File: config.mk
export PLATFORM = sky130hd
export DESIGN_NAME = sprite_plotter_multi
export DESIGN_NICKNAME = d
export VERILOG_FILES = /design/src/rtl/sprite_plotter_multi.sv
export SDC_FILE = /design/constraint.sdc
export NUM_CORES = 1
export LEC_CHECK = 0
export BUFFER_PORTS_ARGS = -buffer_cell sky130_fd_sc_hd__buf_2
export CORE_ASPECT_RATIO = 0.8
export CORE_MARGIN = 2
export CORE_UTILIZATION = 60
export DETAILED_ROUTE_END_ITERATION = 7
export PLACE_DENSITY = 0.9
export SLEW_MARGIN = 20
export SYNTH_ARGS = -nofsm -noshare
export SYNTH_HDL_FRONTEND = slang
export SYNTH_SLANG_ARGS = --single-unit
File: constraint.sdc
create_clock -name clk -period 12.7 [get_ports clk]
set_input_delay 2.54 -clock clk [delete_from_list [all_inputs] [get_ports clk]]
set_output_delay 2.54 -clock clk [all_outputs]
set_load 0.005 [all_outputs]
File: src/rtl/sprite_plotter_multi.sv
// Multi-channel car sprite plotter: NUM_SPRITES double-buffered channels share one synchronous sprite ROM.
// Optional macro SPRITE_COLLISION_EN builds a per-frame bounding-box collision detector.

module sprite_plotter_multi #(
  parameter int NUM_SPRITES = 4,
  parameter int SPR_W       = 47,
  parameter int SPR_H       = 65,
  parameter int CAR_W       = 3,
  parameter int IDX_W       = 5,
  parameter int ADDR_W      = 15,
  parameter int TRANSP_IDX  = 2,
  parameter int ROM_LAT     = 2,
  localparam int SEL_W      = (NUM_SPRITES > 1) ? $clog2(NUM_SPRITES) : 1
) (
  input  logic              clk,
  input  logic              Reset,
  input  logic              vs,
  input  logic              reg_we,
  input  logic [SEL_W-1:0]  reg_sel,
  input  logic [9:0]        reg_x,
  input  logic [9:0]        reg_y,
  input  logic [CAR_W-1:0]  reg_car,
  input  logic              reg_flip,
  input  logic              reg_en,
  input  logic [9:0]        DrawX,
  input  logic [9:0]        DrawY,
  output logic [ADDR_W-1:0] rom_addr,
  input  logic [IDX_W-1:0]  rom_data,
  output logic              isSprite,
  output logic [IDX_W-1:0]  pix_idx,
  output logic [SEL_W-1:0]  pix_id,
  output logic              collision
);

  logic [9:0]             shX   [NUM_SPRITES];
  logic [9:0]             shY   [NUM_SPRITES];
  logic [CAR_W-1:0]       shCar [NUM_SPRITES];
  logic [NUM_SPRITES-1:0] shFlip;
  logic [NUM_SPRITES-1:0] shEn;

  logic [9:0]             actX   [NUM_SPRITES];
  logic [9:0]             actY   [NUM_SPRITES];
  logic [CAR_W-1:0]       actCar [NUM_SPRITES];
  logic [NUM_SPRITES-1:0] actFlip;
  logic [NUM_SPRITES-1:0] actEn;

  logic                   vsQ;
  logic                   commit;
  logic [NUM_SPRITES-1:0] hitVec;
  logic                   anyHit;
  logic [SEL_W-1:0]       winId;
  logic [9:0]             dx;
  logic [9:0]             txEff;
  logic [9:0]             ty;
  logic [ADDR_W-1:0]      addrNext;

  logic                   hit1;
  logic [SEL_W-1:0]       id1;
  logic [ROM_LAT-1:0]     hitPipe;
  logic [SEL_W-1:0]       idPipe [ROM_LAT];
  logic                   opaque;

  always_ff @(posedge clk or posedge Reset) begin
    if (Reset) begin
      for (int i = 0; i < NUM_SPRITES; i++) begin
        shX[i]   <= '0;
        shY[i]   <= '0;
        shCar[i] <= '0;
      end
      shFlip <= '0;
      shEn   <= '0;
    end else if (reg_we && (32'(reg_sel) < 32'(NUM_SPRITES))) begin
      shX[reg_sel]    <= reg_x;
      shY[reg_sel]    <= reg_y;
      shCar[reg_sel]  <= reg_car;
      shFlip[reg_sel] <= reg_flip;
      shEn[reg_sel]   <= reg_en;
    end
  end

  // Active copies only move on the frame boundary so a sprite never tears mid-frame.
  assign commit = vs & ~vsQ;

  always_ff @(posedge clk or posedge Reset) begin
    if (Reset) begin
      vsQ <= 1'b0;
      for (int i = 0; i < NUM_SPRITES; i++) begin
        actX[i]   <= '0;
        actY[i]   <= '0;
        actCar[i] <= '0;
      end
      actFlip <= '0;
      actEn   <= '0;
    end else begin
      vsQ <= vs;
      if (commit) begin
        actX    <= shX;
        actY    <= shY;
        actCar  <= shCar;
        actFlip <= shFlip;
        actEn   <= shEn;
      end
    end
  end

  // Box ends are formed at 11 bits so a sprite near the right/bottom edge clips instead of wrapping.
  for (genvar i = 0; i < NUM_SPRITES; i++) begin : gHit
    logic [10:0] xEnd;
    logic [10:0] yEnd;
    assign xEnd = {1'b0, actX[i]} + 11'(SPR_W);
    assign yEnd = {1'b0, actY[i]} + 11'(SPR_H);
    assign hitVec[i] = actEn[i] &&
                       (DrawX >= actX[i]) && ({1'b0, DrawX} < xEnd) &&
                       (DrawY >= actY[i]) && ({1'b0, DrawY} < yEnd);
  end

  assign anyHit = |hitVec;

  always_comb begin
    winId = '0;
    for (int i = NUM_SPRITES - 1; i >= 0; i--) begin
      if (hitVec[i]) winId = SEL_W'(i);
    end
  end

  assign dx       = DrawX - actX[winId];
  assign txEff    = actFlip[winId] ? (10'(SPR_W - 1) - dx) : dx;
  assign ty       = DrawY - actY[winId];
  assign addrNext = ADDR_W'(32'(actCar[winId]) * 32'(SPR_W * SPR_H)
                          + 32'(ty) * 32'(SPR_W) + 32'(txEff));

  always_ff @(posedge clk or posedge Reset) begin
    if (Reset) begin
      rom_addr <= '0;
      hit1     <= 1'b0;
      id1      <= '0;
    end else begin
      hit1 <= anyHit;
      id1  <= winId;
      if (anyHit) rom_addr <= addrNext;
    end
  end

  // Hit and id ride alongside the ROM read so they meet rom_data on the same cycle.
  always_ff @(posedge clk or posedge Reset) begin
    if (Reset) begin
      hitPipe <= '0;
      for (int k = 0; k < ROM_LAT; k++) idPipe[k] <= '0;
    end else begin
      hitPipe[0] <= hit1;
      idPipe[0]  <= id1;
      for (int k = 1; k < ROM_LAT; k++) begin
        hitPipe[k] <= hitPipe[k-1];
        idPipe[k]  <= idPipe[k-1];
      end
    end
  end

  assign opaque = hitPipe[ROM_LAT-1] && (rom_data != IDX_W'(TRANSP_IDX));

  always_ff @(posedge clk or posedge Reset) begin
    if (Reset) begin
      isSprite <= 1'b0;
      pix_idx  <= '0;
      pix_id   <= '0;
    end else begin
      isSprite <= opaque;
      pix_idx  <= opaque ? rom_data : '0;
      pix_id   <= hitPipe[ROM_LAT-1] ? idPipe[ROM_LAT-1] : '0;
    end
  end

`ifdef SPRITE_COLLISION_EN
  localparam logic [NUM_SPRITES-1:0] LSB_ONE = 1;

  logic multiHit;
  logic collFlag;

  // Clearing the lowest set bit leaves something only when two or more channels overlap here.
  assign multiHit = |(hitVec & (hitVec - LSB_ONE));

  always_ff @(posedge clk or posedge Reset) begin
    if (Reset) begin
      collFlag  <= 1'b0;
      collision <= 1'b0;
    end else if (commit) begin
      collision <= collFlag;
      collFlag  <= 1'b0;
    end else if (multiHit) begin
      collFlag <= 1'b1;
    end
  end
`else
  assign collision = 1'b0;
`endif

endmodule

==> results.md <==
* Worst-path clk slew at 0.06 ns
* Detail Placement HPWL at 31.9 mm
* Total track usage at 28.6%
* DR pass1 iterations at 5
* Vias at 12428
* Asr flop ratio synth at 100%
* Worst flop-to-flop path endpoint: rom_addr[14]$_DFFE_PP0P_
* Register Area at 5830 µm²
* Largest family of logic cells by synthesized area: adder cells
* # DRC at 0
* FF-to-FF setup slack at between 2 and 2.5 ns
* Multi-input logic area at 10700 µm²
* PostCTS Resize Cnt at 0
* Critical setup path kind: in -> reg
* Fin. max-slew vios at 0
* Reg2Reg Depth at 45
* Hold crit path type: reg -> reg
* Worst skew pair latency at 0.56 ns
* Mapped Nets at 1952
* PortBufs at 78
* Hold buffers post-CTS at 0
* Die Y at about 160 µm
* RePlAce Congestion at about 0.95
* Top cell type's share of synthesized area at around 34%
* Synthesized-area fraction occupied by and/or/nand/nor cells at 7.71%
* Hold Vio Cnt, Final at 0
* Core Area at 28400 µm²
* Synthesized area at roughly 17000 µm²
* CP endpoint kind: register
* Setup WS pre-CTS at between 0.8 and 0.9 ns
* Remaining Overflow, GRT at 0
* Post-synth top flop: dfrtp_1
* Antenna violations before repair at 0
* Routed Wire Length at approximately 42 mm
* Critical path peak fanout at 9
* Tightest Pin Transition at approximately 0.99 ns
* WP data required at 13.14 ns
* Die area at 30300 µm²
* Row count at 55
* Nets@finish at 2030
* Synth warnings at 0
* DR vias/cell at 5.99
* Clock period minus worst slack at 11.46 ns
* Synth Area in Compound Gates at 11.1%
* Setup Skew at 0.0137 ns
* Slew headroom at 34.2%
* Synth cell types at 86
* Worst EP arrival at 11.89 ns
* TritonCTS buffer count at 23
* XOR/XNOR Fraction of Synth Area at 5.48%
* Global-route wire length before repair at 68.3 mm
* Final setup margin at 1.24 ns
* FF+latch count, synth at 233
* DR WL/cell at 20.3 µm
* Finished Layout Cells at 2074
* Slowest CP cell: fa_1
* Most frequent cells after synthesis: dfrtp_1 (233), ha_1 (233), mux2_2 (205), inv_1 (177), nand2_1 (91)
* Ant diodes at 0
* Hold Startpoint: hitPipe[0]$_DFF_PP0_
* F_max at slightly below 90 MHz
* CP startpoint: DrawX[2]
* H-Tree Depth at 1
* Worst path max stage delay at 0.55 ns
* DR iter-0 viols at 1089
* Die width at between 150 and 200 µm
* ANT nets after route at 0
* # IOs at 80
* Root Driver: clkbuf_16
* Max cap viols at 0
* Starting Density at 61.2%
* Mux cell area share after synthesis at 14.0%
* Hold Path Sink: hitPipe[1]$_DFF_PP0_
* Status: complete, no violations
* Cell taking the most area after synthesis: dfrtp_1
* R2R Path Start: actX[0]$_DFFE_PP0P_
* Placed Cells at 2032
* Post-synthesis sequential area ratio at roughly a third
* CTS tree: yes
* RSZ-0062 raised after global routing: false
* Post-synth EDFFs at 0
* Hold Path Cell Cnt at 0
* Synthesis-to-layout area growth at 8.89%
* Vias in the first global route at about 13000
* Clock buffer depth at 3
* Cell count after synthesis at around 1600
* Startpoint Class: input port
* Setup TNS at 0 ns
* Pin count of the biggest net entering global routing at 82
* CP most frequent cell: fa_1
* Ranking of synthesized cells by area: dfrtp_1 (34%), ha_1 (17%), mux2_2 (13%)
* Number of fill cells at 2160
* Mean Syn Cell Area at 10.8 µm²
* # setup viols final at 0
* Post-CTS Setup Bufs at 0
* Clock sinks at 233
* Tcrit/Tclk final at 90.2%
* Synth Area in Adders at 23.1%
* Layout cell share with drive strength beyond 1 at ~22%
final cells by class:
type / instances / share of cell area (%)
inverters: 184 / 3.70
repair buffers: 91 / 2.58
clock buffers: 28 / 3.20
flip-flops and latches: 233 / 30.9
multi-input cells: 1154 / 56.6
clock inverters: 14 / 0.649
well taps: 370 / 2.45
cell usage in the layout, fill, tap and decap left out, types with 10 or more instances in the layout:
| cell type | instances |
|---|---|
| nand3_1 | 23 |
| o21a_1 | 21 |
| mux2i_1 | 11 |
| o21ai_0 | 80 |
| o211ai_1 | 27 |
| a21oi_1 | 60 |
| clkbuf_16 | 23 |
| dfrtp_1 | 233 |
| and2_1 | 11 |
| ha_1 | 233 |
| buf_2 | 78 |
| nand2_1 | 91 |
| a21o_1 | 20 |
| nor2_1 | 36 |
| nor3_1 | 20 |
| fa_1 | 54 |
| xor2_1 | 21 |
| xnor2_1 | 83 |
| inv_1 | 176 |
| mux2_2 | 205 |
| nor2b_1 | 10 |
| buf_4 | 13 |
registers in the layout, summed over array words and instances, names as in the netlist, 4 cells and up:
name      cells
actX         40
actY         40
shX          40
shY          40
rom_addr     15
actCar       12
shCar        12
pix_idx       5
actEn         4
actFlip       4
idPipe        4
shEn          4
shFlip        4
metrics by stage:
step	hold WS (ns)	area (µm²)	util [%]
after global placement	0.334	18200	64.1
after CTS	0.349	18900	66.6
after floorplan	0.331	17300	-
after detailed placement	0.335	18200	64.1
after global routing	0.363	18900	66.6
final	0.349	18900	66.6
worst max-delay path by stage:
stage	endpoint	slack, ns	depth (start not counted)
finish	rom_addr[14]$_DFFE_PP0P_	1.24	40
global route	rom_addr[14]$_DFFE_PP0P_	0.57	40
CTS	rom_addr[14]$_DFFE_PP0P_	1.38	40
detailed placement	rom_addr[14]$_DFFE_PP0P_	0.86	40
global placement	rom_addr[14]$_DFFE_PP0P_	1.01	40
floorplan	rom_addr[14]$_DFFE_PP0P_	1.60	40
routing by layer:
metal  vias to the layer above  wire length [µm]  global-route usage (%)
met5                         -                 0                       0
met3                        66              3030                    4.35
met2                       370             19000                    45.2
li1                       5804                 -                       -
met4                         0               981                    7.86
met1                      6188             19100                    41.1
worst max-delay path: cells and delay by family:
kind	cells	cell delay, ns
and+or+nand+nor	5	0.88
xor gates and xnor gates	4	0.96
AOI/OAI and AO/OA	17	3.56
adders and majority gates	8	3.25
buffers and inverters	5	0.45
muxes	1	0.26
kinds of logic after synthesis:
family                     Yosys count
AOI/OAI and AO/OA                  289
adders and majority gates          288
and+or+nand+nor                    253
DFF                                233
buffers and inverters              222
muxes                              217
xor gates and xnor gates           106
other                                1
Power is not shown: default switching activity piles up to over one toggle a cycle in this logic, so the estimate is an artifact.
